==> src/rtl/wide_add_seq_pkg.sv <==
// Shared types and helpers for the multi-precision add/subtract sequencer.
package wide_add_seq_pkg;

  typedef enum logic [1:0] {
    S_IDLE = 2'd0,
    S_RUN  = 2'd1,
    S_FIN  = 2'd2
  } state_t;

  // Byte-index width; never narrower than one bit so NBYTES=1 still has an index register.
  function automatic int idx_w(input int n);
    return (n <= 2) ? 1 : $clog2(n);
  endfunction

endpackage

==> src/rtl/wide_add_seq_if.sv <==
// Request/response bundle between the sequencer and its client.
interface wide_add_seq_if #(parameter int NBYTES = 2);
  localparam int W = 8 * NBYTES;

  logic         i_start;
  logic         i_sub;
  logic         i_use_carry;
  logic [W-1:0] i_a;
  logic [W-1:0] i_b;
  logic         o_busy;
  logic         o_done;
  logic [W-1:0] o_y;
  logic         o_flag_c;
  logic         o_flag_v;
  logic         o_flag_z;
  logic         o_flag_n;

  modport slave (
    input  i_start, i_sub, i_use_carry, i_a, i_b,
    output o_busy, o_done, o_y, o_flag_c, o_flag_v, o_flag_z, o_flag_n
  );

  modport master (
    output i_start, i_sub, i_use_carry, i_a, i_b,
    input  o_busy, o_done, o_y, o_flag_c, o_flag_v, o_flag_z, o_flag_n
  );
endinterface

==> src/rtl/wide_add_seq_adder8.sv <==
// Existing 8-bit ripple-carry adder with carry and signed-overflow outputs.
module wide_add_seq_adder8 (
  input  logic [7:0] i_a,
  input  logic [7:0] i_b,
  input  logic       i_ci,
  output logic [7:0] o_y,
  output logic       o_c,
  output logic       o_v
);
  logic [8:0] w_c;

  assign w_c[0] = i_ci;

  for (genvar g = 0; g < 8; g++) begin : g_bit
    assign o_y[g]   = i_a[g] ^ i_b[g] ^ w_c[g];
    assign w_c[g+1] = (i_a[g] & i_b[g]) | (w_c[g] & (i_a[g] ^ i_b[g]));
  end

  assign o_c = w_c[8];
  // Overflow: carry into the sign bit differs from carry out of it.
  assign o_v = w_c[8] ^ w_c[7];
endmodule

==> src/rtl/wide_add_seq.sv <==
// Multi-precision add/subtract: streams NBYTES operands LSB-first through one 8-bit adder.
module wide_add_seq
  import wide_add_seq_pkg::*;
#(
  parameter int NBYTES = 2
) (
  input  logic           i_clk,
  input  logic           i_rst_n,
  wide_add_seq_if.slave  bus
);
  localparam int IW = idx_w(NBYTES);
  localparam logic [IW-1:0] LAST = IW'(NBYTES - 1);

  state_t                    r_state, w_state_nxt;
  logic [IW-1:0]             r_idx;
  logic [NBYTES-1:0][7:0]    r_opa;
  logic [NBYTES-1:0][7:0]    r_opb;
  logic [NBYTES-1:0][7:0]    r_res;
  logic                      r_carry;
  logic                      r_v;
  logic [NBYTES-1:0][7:0]    r_y;
  logic                      r_done;
  logic                      r_fc, r_fv, r_fz, r_fn;

  logic [7:0]                w_sum;
  logic                      w_co, w_vo;
  logic                      w_last;

  assign w_last = (r_idx == LAST);

  wide_add_seq_adder8 u_add (
    .i_a  (r_opa[r_idx]),
    .i_b  (r_opb[r_idx]),
    .i_ci (r_carry),
    .o_y  (w_sum),
    .o_c  (w_co),
    .o_v  (w_vo)
  );

  always_ff @(posedge i_clk or negedge i_rst_n) begin
    if (!i_rst_n) r_state <= S_IDLE;
    else          r_state <= w_state_nxt;
  end

  always_comb begin
    w_state_nxt = r_state;
    case (r_state)
      S_IDLE:  if (bus.i_start) w_state_nxt = S_RUN;
      S_RUN:   if (w_last)      w_state_nxt = S_FIN;
      S_FIN:                    w_state_nxt = S_IDLE;
      default:                  w_state_nxt = S_IDLE;
    endcase
  end

  always_ff @(posedge i_clk or negedge i_rst_n) begin
    if (!i_rst_n) begin
      r_idx   <= '0;
      r_opa   <= '0;
      r_opb   <= '0;
      r_res   <= '0;
      r_carry <= 1'b0;
      r_v     <= 1'b0;
      r_y     <= '0;
      r_done  <= 1'b0;
      r_fc    <= 1'b0;
      r_fv    <= 1'b0;
      r_fz    <= 1'b0;
      r_fn    <= 1'b0;
    end else begin
      r_done <= 1'b0;
      case (r_state)
        S_IDLE: if (bus.i_start) begin
          r_opa   <= bus.i_a;
          r_opb   <= bus.i_sub ? ~bus.i_b : bus.i_b;
          // ADC/SBC chain on the flag from the previous result; plain SUB needs +1.
          r_carry <= bus.i_use_carry ? r_fc : bus.i_sub;
          r_idx   <= '0;
        end
        S_RUN: begin
          r_res[r_idx] <= w_sum;
          r_carry      <= w_co;
          if (w_last) r_v   <= w_vo;
          else        r_idx <= r_idx + 1'b1;
        end
        S_FIN: begin
          r_done <= 1'b1;
          r_y    <= r_res;
          r_fc   <= r_carry;
          r_fv   <= r_v;
          r_fz   <= (r_res == '0);
          r_fn   <= r_res[NBYTES-1][7];
        end
        default: ;
      endcase
    end
  end

  assign bus.o_busy   = (r_state != S_IDLE);
  assign bus.o_done   = r_done;
  assign bus.o_y      = r_y;
  assign bus.o_flag_c = r_fc;
  assign bus.o_flag_v = r_fv;
  assign bus.o_flag_z = r_fz;
  assign bus.o_flag_n = r_fn;
endmodule

==> src/flat_wrapper.sv <==
// flat-port wrapper written by rule: the top's interface ports become plain ports
module wide_add_seq_flat import wide_add_seq_pkg::*;
#(
  parameter int NBYTES = 2
)
  (i_clk, i_rst_n, bus_i_start, bus_i_sub, bus_i_use_carry, bus_i_a, bus_i_b, bus_o_busy, bus_o_done, bus_o_y, bus_o_flag_c, bus_o_flag_v, bus_o_flag_z, bus_o_flag_n);
  wide_add_seq_if #(.NBYTES(NBYTES)) bus_i ();
  input  logic i_clk;
  input  logic i_rst_n;
  input wire logic [$bits(bus_i.i_start)-1:0] bus_i_start;
  input wire logic [$bits(bus_i.i_sub)-1:0] bus_i_sub;
  input wire logic [$bits(bus_i.i_use_carry)-1:0] bus_i_use_carry;
  input wire logic [$bits(bus_i.i_a)-1:0] bus_i_a;
  input wire logic [$bits(bus_i.i_b)-1:0] bus_i_b;
  output wire logic [$bits(bus_i.o_busy)-1:0] bus_o_busy;
  output wire logic [$bits(bus_i.o_done)-1:0] bus_o_done;
  output wire logic [$bits(bus_i.o_y)-1:0] bus_o_y;
  output wire logic [$bits(bus_i.o_flag_c)-1:0] bus_o_flag_c;
  output wire logic [$bits(bus_i.o_flag_v)-1:0] bus_o_flag_v;
  output wire logic [$bits(bus_i.o_flag_z)-1:0] bus_o_flag_z;
  output wire logic [$bits(bus_i.o_flag_n)-1:0] bus_o_flag_n;
  assign bus_i.i_start = bus_i_start;
  assign bus_i.i_sub = bus_i_sub;
  assign bus_i.i_use_carry = bus_i_use_carry;
  assign bus_i.i_a = bus_i_a;
  assign bus_i.i_b = bus_i_b;
  assign bus_o_busy = bus_i.o_busy;
  assign bus_o_done = bus_i.o_done;
  assign bus_o_y = bus_i.o_y;
  assign bus_o_flag_c = bus_i.o_flag_c;
  assign bus_o_flag_v = bus_i.o_flag_v;
  assign bus_o_flag_z = bus_i.o_flag_z;
  assign bus_o_flag_n = bus_i.o_flag_n;
  wide_add_seq #(.NBYTES(NBYTES)) u_core (.i_clk(i_clk), .i_rst_n(i_rst_n), .bus(bus_i));
endmodule
==> config.mk <==
export PLATFORM = sky130hd
export DESIGN_NAME = wide_add_seq_flat
export DESIGN_NICKNAME = d
export VERILOG_FILES = /design/src/rtl/wide_add_seq_pkg.sv /design/src/rtl/wide_add_seq_if.sv /design/src/rtl/wide_add_seq_adder8.sv /design/src/rtl/wide_add_seq.sv /design/src/flat_wrapper.sv
export SDC_FILE = /design/constraint.sdc
export NUM_CORES = 1
export LEC_CHECK = 0
export CORE_MARGIN = 2
export CORE_UTILIZATION = 42
export CTS_CLUSTER_SIZE = 10
export DETAILED_ROUTE_END_ITERATION = 8
export HOLD_SLACK_MARGIN = 0.08
export PLACE_DENSITY = 0.77
export SLEW_MARGIN = 20
export SYNTH_ARGS = -nofsm -noshare
export SYNTH_HDL_FRONTEND = slang
export SYNTH_SLANG_ARGS = --single-unit
==> constraint.sdc <==
create_clock -name i_clk -period 4.6 [get_ports i_clk]
set_clock_uncertainty 0.2 [all_clocks]
set_input_delay 0.92 -clock i_clk [delete_from_list [all_inputs] [get_ports i_clk]]
set_output_delay 0.92 -clock i_clk [all_outputs]
set_load 0.01 [all_outputs]
# Word level (Yosys, flattened, before mapping)
# Cells that the tools add are included.
[totals]
reg_bits = 74
latchBits = 0
ramBits = 0
romBits = 0
in_bits = 37
output_inout_bits = 22
elab_cells = 93
memories = 0
[op_classes]
add_sub_neg = 1
n_mul = 0
n_div = 0
magnitude_cmp = 2
n_eq_ne = 4
shifts = 0
muxes = 18
n_bitwise = 42
n_reduce_logical = 9
[op_table]
columns = ["op", "count"]
rows = [
  ["two-way mux 8 bit", 5],
  ["bitwise XOR 1 bit", 17],
  ["bitwise AND 1 bit", 16],
  ["bitwise mux 16 bit", 1],
  ["logical NOT 16 bit", 1],
  ["two-way mux 16 bit", 1],
  ["NOT 16 bit", 1],
  ["demux 8 bit (select 1 bit)", 1],
  ["OR 1 bit", 8],
  ["AND reduction 2 bit", 4],
  ["two-way mux 1 bit", 5],
  ["two-way mux 2 bit", 2],
  ["case mux 1 bit (2 select lines)", 2],
  ["case mux 2 bit (2 select lines)", 1],
  ["nonzero test 2 bit", 2],
  ["equality test 2 x 1 -> 1 bit, second input constant", 1],
  ["equality test 2 bit, second input constant", 1],
  ["logical NOT 2 bit", 1],
  ["less-than comparator 1 x 2 -> 1 bit, second input constant", 1],
  ["inequality test 2 x 1 -> 1 bit, second input constant", 1],
  ["inequality test 2 bit, second input constant", 1],
  ["adder 1 bit, second input constant", 1],
  [">= comparator 1 bit, second input constant", 1],
  ["logical AND 1 bit", 1],
]

# Depth between registers and ports, before layout
# Gate-level depths: netlist of the first run.
[logic_depth]
depth_word = 20
ltp_mapped = 15
ltp_nobuf = 14

# Hierarchy
# A second synthesis of the first run with hierarchy kept.
[unflattened]
hier_cells = 241
area_unflattened_um2 = 3296.9
[modules_own_cells]
columns = ["mod", "n_inst", "cells_each", "area_per_inst_um2"]
rows = [
  ["wide_add_seq", 1, 222, 3090.5],
  ["wide_add_seq_adder8", 1, 19, 206.4],
]

# Least setup slack after synthesis of the first run
# No wires, ideal clock.
[synth_path]
path_kind = "register to register"
from = "register u_core.r_idx"
to = "register u_core.r_res[15] (netlist bit)"
setup_ns = 0.083
arrival_ns = 4.043
required_ns = 4.317
path_slack_ns = 0.274
path_stages_with_launch = 15
period_less_slack_ns = 4.326
cell_sequence = "dfrtp_1 > buf_2 > mux2_2 > fa_1 > fa_1 > fa_1 > fa_1 > fa_1 > inv_1 > fa_1 > inv_1 > fa_1 > inv_1 > fa_1 > o21ai_0"
[synth_via]
elab_chain_cells = 19
[synth_lines]
columns = ["element", "line_no", "rtl"]
rows = [
  ["start, declared", "wide_add_seq.sv:15", "logic [IW-1:0] r_idx;"],
  ["start signal, assigned", "wide_add_seq.sv:83", "else r_idx <= r_idx + 1'b1;"],
  ["two-way mux 8 bit, on equally long branches (2 in series)", "wide_add_seq.sv:32, wide_add_seq.sv:33", ""],
  ["bitwise XOR 1 bit", "wide_add_seq_adder8.sv:16", "assign w_c[g+1] = (i_a[g] & i_b[g]) | (w_c[g] & (i_a[g] ^ i_b[g]));"],
  ["bitwise AND 1 bit", "wide_add_seq_adder8.sv:16", ""],
  ["OR 1 bit", "wide_add_seq_adder8.sv:16", ""],
  ["bitwise AND 1 bit", "wide_add_seq_adder8.sv:16", ""],
  ["OR 1 bit", "wide_add_seq_adder8.sv:16", ""],
  ["bitwise AND 1 bit", "wide_add_seq_adder8.sv:16", ""],
  ["OR 1 bit", "wide_add_seq_adder8.sv:16", ""],
  ["[... 2 more ...]", "-", ""],
  ["bitwise AND 1 bit", "wide_add_seq_adder8.sv:16", ""],
  ["OR 1 bit", "wide_add_seq_adder8.sv:16", ""],
  ["bitwise AND 1 bit", "wide_add_seq_adder8.sv:16", ""],
  ["OR 1 bit", "wide_add_seq_adder8.sv:16", ""],
  ["bitwise AND 1 bit", "wide_add_seq_adder8.sv:16", ""],
  ["OR 1 bit", "wide_add_seq_adder8.sv:16", ""],
  ["bitwise XOR 1 bit", "wide_add_seq_adder8.sv:15", "assign o_y[g] = i_a[g] ^ i_b[g] ^ w_c[g];"],
  ["bitwise mux 16 bit *", "wide_add_seq.sv:80", "r_res[r_idx] <= w_sum;"],
  ["end signal, assigned by index", "wide_add_seq.sv:80", ""],
  ["end, declared", "wide_add_seq.sv:18", "logic [NBYTES-1:0][7:0] r_res;"],
]
# Mark *: on every way between the ends. The rest lies on a longest branch, timed or not. The select of a mux whose other input is x is not followed.
# A chain may end at the register's enable or synchronous reset.

# Worst setup path after layout of the first run
# Ends and elaborated chain as after synthesis.

==> impl_results.md, run 1 <==
- Post-DRT Antenna Nets: 0
- Max Slew Vio Count: 0
- First-pass GRT wire length: 9960 µm
- Status: complete, no violations
- Core region area: 7650 µm²
- RSZ-0062 raised after global routing: false
- Vias/cell: 4.80
- Number of H-tree levels: 3
- Crit start category: flop
- Final period util: 95.8%
- Min-delay worst type: flop to flop
- Via Count: 1969
- Clk pwr share: 15.6%
- FILL cells: 668
- Final hold viol count: 0
- Max-cap viol count: 0
- Max VDD drop: 300 µV
- IO Pins: 59
- Post-Syn Nets: 287
- DRT Pass-1 Iters: 4
- Worst slack, placed: 0.0221 ns
- Die height: 92.6 µm
- Reg power frac: between 30% and 40%
- Worst-Skew Late Latency: 0.35 ns
- Clock Sink Count: 73
- Yosys Warn Count: 0
- Initial antenna violation count: 0
- P_leak: approximately 1.7 nW
- Placed wire-length estimate: about 4600 µm
- 1st-iter DRT viols: 81
- Pwr Density: 784 nW/µm²
- Antenna Cells: 0
- Worst rel slew slack: 36.4%
- CP required: 4.67 ns
- DR DRC count: 0
- Syn avg cell area: 13.6 µm²
- Switching fraction of total power: 35.3%
- Unique masters post-synth: 22
- Global route overflow: 0
- Setup ws final: 0.194 ns
- Switching power: 1.15 mW
- Internal: 2.11 mW
- Starting density of the core: between 40% and 50%
- FF+latch count, synth: 73
- Mapped Cells: ~240
- Min Clock Period, post-route: 4.41 ns
- Final #Nets: 348
- Comb power frac: 47.9%
- F_max: 0.227 GHz
- Clock buffer depth: 2
- Sequential fraction of the synthesis area: a little under three fifths
- Largest net degree at the start of global routing: 45
- Die area: about 8600 µm²
- # setup viols final: 0
- Setup TNS: 0 ns
- Share of cells above drive strength 1: 29.2%
- GPL Wtd Cong: 0.839
- GRT Util Overall: between 10% and 20%
- Vias in the first global route: 2033
- Worst-path clk slew: 0.07 ns
- Port Buffers: 58
- WL/cell: 14.9 µm
- Area growth from synthesis to layout: 26.0%
- Die extent in x: 92.6 µm
- Post-Syn Area: 3290 µm²
- Slew at the pin closest to its max-slew limit: between 0.9 and 1 ns
- FP Rows: 32
- CP endpoint kind: flop
- Total CTS buffers: 9
- CTS hold repair buffers: 0
- TritonCTS clock tree: done
- Clock root buffer: clkbuf_8
- DRT Wirelength: between 6000 and 7000 µm
- WS Path Type: flop to flop
- Worst Path Arrival: 4.48 ns
- Maximum fanout along the worst path: 5
[final cells by class]
type                            count  area, µm²  share of cell area [%]
Clock buffer                       11        151                    3.65
Multi-Input combinational cell    149       1350                    32.4
Inverter                            6       22.5                   0.543
Timing Repair Buffer               64        621                    15.0
Sequential cell                    73       1830                    44.1
Tap cell                          102        128                    3.08
Clock inverter                      5       53.8                    1.30
[cells in the final DEF (no fill, tap or decap), types with 6 or more instances in the layout]
cell,instances
a21oi_1,17
buf_4,6
clkbuf_8,11
clkdlybuf4s50_1,57
dfrtp_1,72
fa_1,7
inv_1,6
mux2_2,59
nand2_1,7
nor2_1,18
xnor2_1,16
[repair_timing]
action,in CTS,in global routing
endpoints found under the setup margin,0,3
gates resized for setup,0,4
setup buffers,0,1
[logic make-up after synthesis]
group / share of synthesized area [%]
compound gates: 3.76
fa+ha+maj: 4.86
flops: 55.5
mux: 21.4
buf+inv: 3.88
xor+xnor: 4.52
simple gates: 6.12
[per-layer routing]
layer	GRT usage, %	part of all wire [%]	up-vias
met5	0	0	-
li1	-	-	948
met1	18.5	42	956
met3	5.70	5.3	11
met4	4.35	1.6	0
met2	25.8	51	54
[flip-flops by register name, indices dropped and copies added, names as in the netlist, 2 cells and up]
name            flops
u_core.r_state      2
u_core.bus.o_y     16
u_core.r_opb       16
u_core.r_res       16
u_core.r_opa       16
[power groups by stage]
stage	sequential [mW]	clock, mW	combinational (mW)
final	1.19	0.508	1.56
after global placement	1.19	0	1.46
after floorplan	1.16	0	1.00
after global routing	1.23	0.552	1.72
after CTS	1.19	0.518	1.54
after detailed placement	1.20	0	1.53
[final timing paths]
kind                                           from             endpoint  slack [ns]  cells past startpoint
worst min-delay path            u_core.bus.o_flag_z  u_core.bus.o_flag_z        0.29                      2
min in group asynchronous                   i_rst_n   u_core.bus.o_y[11]        0.52                      1
worst min register to register  u_core.bus.o_flag_z  u_core.bus.o_flag_z        0.29                      2
max in group asynchronous                   i_rst_n         u_core.r_idx        2.73                      2
worst max-delay path                   u_core.r_idx     u_core.r_res[15]        0.19                     13
worst max register to register         u_core.r_idx     u_core.r_res[15]        0.19                     13
[critical path, stage by stage (launching register included)]
cell,delay [ns]
dfrtp_2,0.41
mux2_2,0.36
fa_1,0.43
fa_1,0.40
fa_1,0.41
fa_1,0.40
fa_1,0.37
inv_1,0.08
fa_1,0.16
inv_1,0.05
fa_2,0.35
inv_1,0.09
fa_1,0.46
o21ai_1,0.17
[synth_stat cells]
cell / n / share of area, %
xor2_1: 1 / 0.27
nor2_1: 18 / 2.1
nand2_1: 7 / 0.80
o21ai_0: 5 / 0.76
dfrtp_1: 73 / 55
o221ai_1: 1 / 0.27
fa_1: 8 / 4.9
xnor2_1: 16 / 4.3
nor3b_2: 1 / 0.38
nor3b_4: 1 / 0.57
nand4_1: 1 / 0.19
a21oi_1: 18 / 2.7
nand3b_4: 1 / 0.61
buf_2: 3 / 0.46
nor4_1: 4 / 0.76
mux2i_1: 4 / 1.2
inv_1: 6 / 0.68
mux2_2: 59 / 20
nand2b_1: 2 / 0.38
or2_2: 2 / 0.38
buf_4: 9 / 2.1
buf_6: 2 / 0.68
[through the flow]
step / std cells / power [mW] / utilization (%) / cell area, µm² / hold slack (ns)
final: 410 / 3.25 / 54.3 / 4150 / 0.295
after global routing: 410 / 3.50 / 54.3 / 4150 / 0.325
after CTS: 409 / 3.25 / 54.1 / 4130 / 0.299
after detailed placement: 393 / 2.74 / 51.4 / 3930 / 0.283
after global placement: 393 / 2.65 / 51.4 / 3930 / 0.263
after floorplan: 242 / 2.16 / - / 3290 / 0.246
Power figures use the tool's default switching activity.
==> run 2, diff against run 1 <==
--- a/config.mk
+++ b/config.mk
@@ -5,6 +5,7 @@
 export SDC_FILE = /design/constraint.sdc
 export NUM_CORES = 1
 export LEC_CHECK = 0
+export CAP_MARGIN = 0
 export CORE_MARGIN = 2
 export CORE_UTILIZATION = 42
 export CTS_CLUSTER_SIZE = 10
==> results of run 2 <==
Final layout, timing and power as in run 1 (identical DEF).
==> run 3, diff against run 2 <==
--- a/config.mk
+++ b/config.mk
@@ -10,6 +10,7 @@
 export CORE_UTILIZATION = 42
 export CTS_CLUSTER_SIZE = 10
 export DETAILED_ROUTE_END_ITERATION = 8
+export GPL_TIMING_DRIVEN = 0
 export HOLD_SLACK_MARGIN = 0.08
 export PLACE_DENSITY = 0.77
 export SLEW_MARGIN = 20
==> run 3 against run 2 <==
  * Cell count increased by 2.0%
  * Sequential share of layout area decreased by 0.89 points
  * Maximum frequency decreased by 0.27%
  * Register-to-register slack about the same
==> impl_results.md, run 3 (synthesized netlist as in run 1, its figures left out) <==
- RSZ-0062 raised after global routing: false
- Worst-path clk slew: 0.07 ns (about the same)
- CTS hold repair buffers: 0 (unchanged)
- GRT Util Overall: 16.5% (+1.1 points)
- Commonest non-fill, non-tap cell in the layout: dfrtp_1
- Vias in the first global route: 2221 (+9.2%)
- Initial antenna violation count: 0 (unchanged)
- Max Slew Vio Count: 0 (unchanged)
- # setup viols final: 0 (unchanged)
- R2R Path Start: u_core.r_idx
- Setup TNS: 0 ns (unchanged)
- WL/cell: 15.3 µm (+2.7%)
- Slew at the pin closest to its max-slew limit: 0.357 ns (-0.597 ns)
- Max-cap viol count: 0 (unchanged)
- Clock Sink Count: 73 (unchanged)
- First-pass GRT wire length: 10700 µm (+7.0%)
- Worst slack, placed: -0.0739 ns (-0.0961 ns)
- Min Clock Period, post-route: 4.42 ns (+0.0118 ns)
- Post-DRT Antenna Nets: 0 (unchanged)
- Die extent in x: 92.6 µm (unchanged)
- IO Pins: 59 (unchanged)
- DR DRC count: 0 (unchanged)
- GR Util met2: 28.0% (+2.2 points)
- GR Util met3: 5.04% (-0.65 points)
- Core region area: 7650 µm² (unchanged)
- Placed wire-length estimate: 4800 µm (+3.8%)
- Die area: 8570 µm² (unchanged)
- RR Endpoint: u_core.r_res[15]
- FP Rows: 32 (unchanged)
- P_leak: 1.78 nW (+2.5%)
- Commonest non-fill, non-tap cells in the layout: dfrtp_1, mux2_2, clkdlybuf4s50_1
- Final core occ: 55.3% (+1.1 points)
- Crit start category: flop
- Status: complete, no violations
- Share of cells above drive strength 1: 30.4% (+1.2 points)
- Final period util: 96.0% (+0.26 points)
- GRT busiest layer: met2
- Met1 Use GR: 19.2% (+0.64 points)
- Reg2Reg Setup Slack: 0.18 ns (about the same)
- Global route overflow: 0 (unchanged)
- Clock root buffer: clkbuf_8
- Worst rel slew slack: 76.2% (+40 points)
- Maximum fanout along the worst path: 10 (+5)
- FF/Latch Area: 1830 µm² (about the same)
- Max VDD drop: 416 µV (+39%)
- Reg2reg path depth: 14 (+1)
- Clock buffer depth: 2 (unchanged)
- Starting density of the core: 43.1% (unchanged)
- Number of H-tree levels: 3 (unchanged)
- Footprint of the multi-input gates: 1340 µm² (-0.28%)
- Final #Nets: 356 (+2.3%)
- CP required: 4.68 ns (about the same)
- DRT Wirelength: 6410 µm (+4.7%)
- Via Count: 2050 (+4.1%)
- Total CTS buffers: 9 (unchanged)
- CP endpoint kind: flop
- Largest net degree at the start of global routing: 61 (+36%)
- Port Buffers: 57 (-1.7%)
- Pwr Density: 784 nW/µm² (about the same)
- Worst-Skew Late Latency: 0.35 ns (about the same)
- Die height: 92.6 µm (unchanged)
- WS Path Type: flop to flop
- GPL Wtd Cong: 0.788 (-6.1%)
- Vias/cell: 4.90 (+2.1%)
- FILL cells: 650 (-2.7%)
- Final hold viol count: 0 (unchanged)
- Setup ws final: 0.182 ns (-0.0118 ns)
- Worst Path Arrival: 4.50 ns (+0.02 ns)
- DRT Pass-1 Iters: 4 (unchanged)
- Min-delay worst type: input pin to asynchronous set/reset pin
- Antenna Cells: 0 (unchanged)
- 1st-iter DRT viols: 94 (+16%)
- TritonCTS clock tree: done
- F_max: 0.226 GHz (-0.27%)
- Area growth from synthesis to layout: 28.5%
run 3: final cells by class:
cell class	instances	share of cell area, %
Clock buffer	12	3.67
Timing Repair Buffer	58	14.1
Clock inverter	4	1.21
Multi-Input combinational cell	149	31.7
Sequential cell	73	43.2
Inverter	6	0.532
Tap cell	102	3.02
Buffer	14	2.63
run 3: report_power, final:
| group | switching [mW] | leakage (nW) | internal [mW] | total, mW |
|---|---|---|---|---|
| clock network | 0.230 | 0.103 | 0.280 | 0.510 |
| logic | 0.739 | 0.820 | 0.894 | 1.63 |
| registers | 0.204 | 0.856 | 0.970 | 1.17 |
| total | 1.17 | 1.78 | 2.14 | 3.32 |
run 3: what timing repair did:
action | 4_1_cts | 5_1_grt
gates resized for setup | 1 | 3
pin swaps | 0 | 0
setup endpoints to repair | 2 | 2
setup buffers | 0 | 0
run 3: critical path, cell delays in order, from the launching register on:
cell	delay, ns
dfrtp_1	0.34
buf_6	0.16
mux2_2	0.38
fa_1	0.41
fa_1	0.38
fa_1	0.39
fa_1	0.39
fa_1	0.37
inv_1	0.08
fa_1	0.15
inv_1	0.05
fa_2	0.36
inv_1	0.09
fa_1	0.44
o21ai_1	0.14
run 3: how the worst max path moves through the flow:
stage            startpoint               end  slack, ns  cells after the start
4_1_cts        u_core.r_idx  u_core.r_res[15]      0.008                     14
6_report       u_core.r_idx  u_core.r_res[15]       0.18                     14
3_5_place_dp   u_core.r_idx  u_core.r_res[15]      -0.07                     14
2_1_floorplan  u_core.r_idx  u_core.r_res[15]       0.27                     14
5_1_grt        u_core.r_idx   u_core.r_res[7]       0.02                     14
3_3_place_gp        i_rst_n  u_core.r_opb[14]       0.05                      1
run 3: per-layer routing:
layer / up-vias / share of wire (%)
li1: 961 / -
met1: 1015 / 41
met2: 59 / 51
met3: 15 / 4.9
met4: 0 / 2.7
met5: - / 0
run 3: stage by stage:
step	total power [mW]	std cells	hold slack (ns)	cell area [µm²]
final	3.32	418	0.210	4230
after detailed placement	2.81	402	0.272	4020
after floorplan	2.16	242	0.246	3290
after global routing	3.54	418	0.201	4230
after global placement	2.73	401	0.262	3990
after CTS	3.33	418	0.199	4230
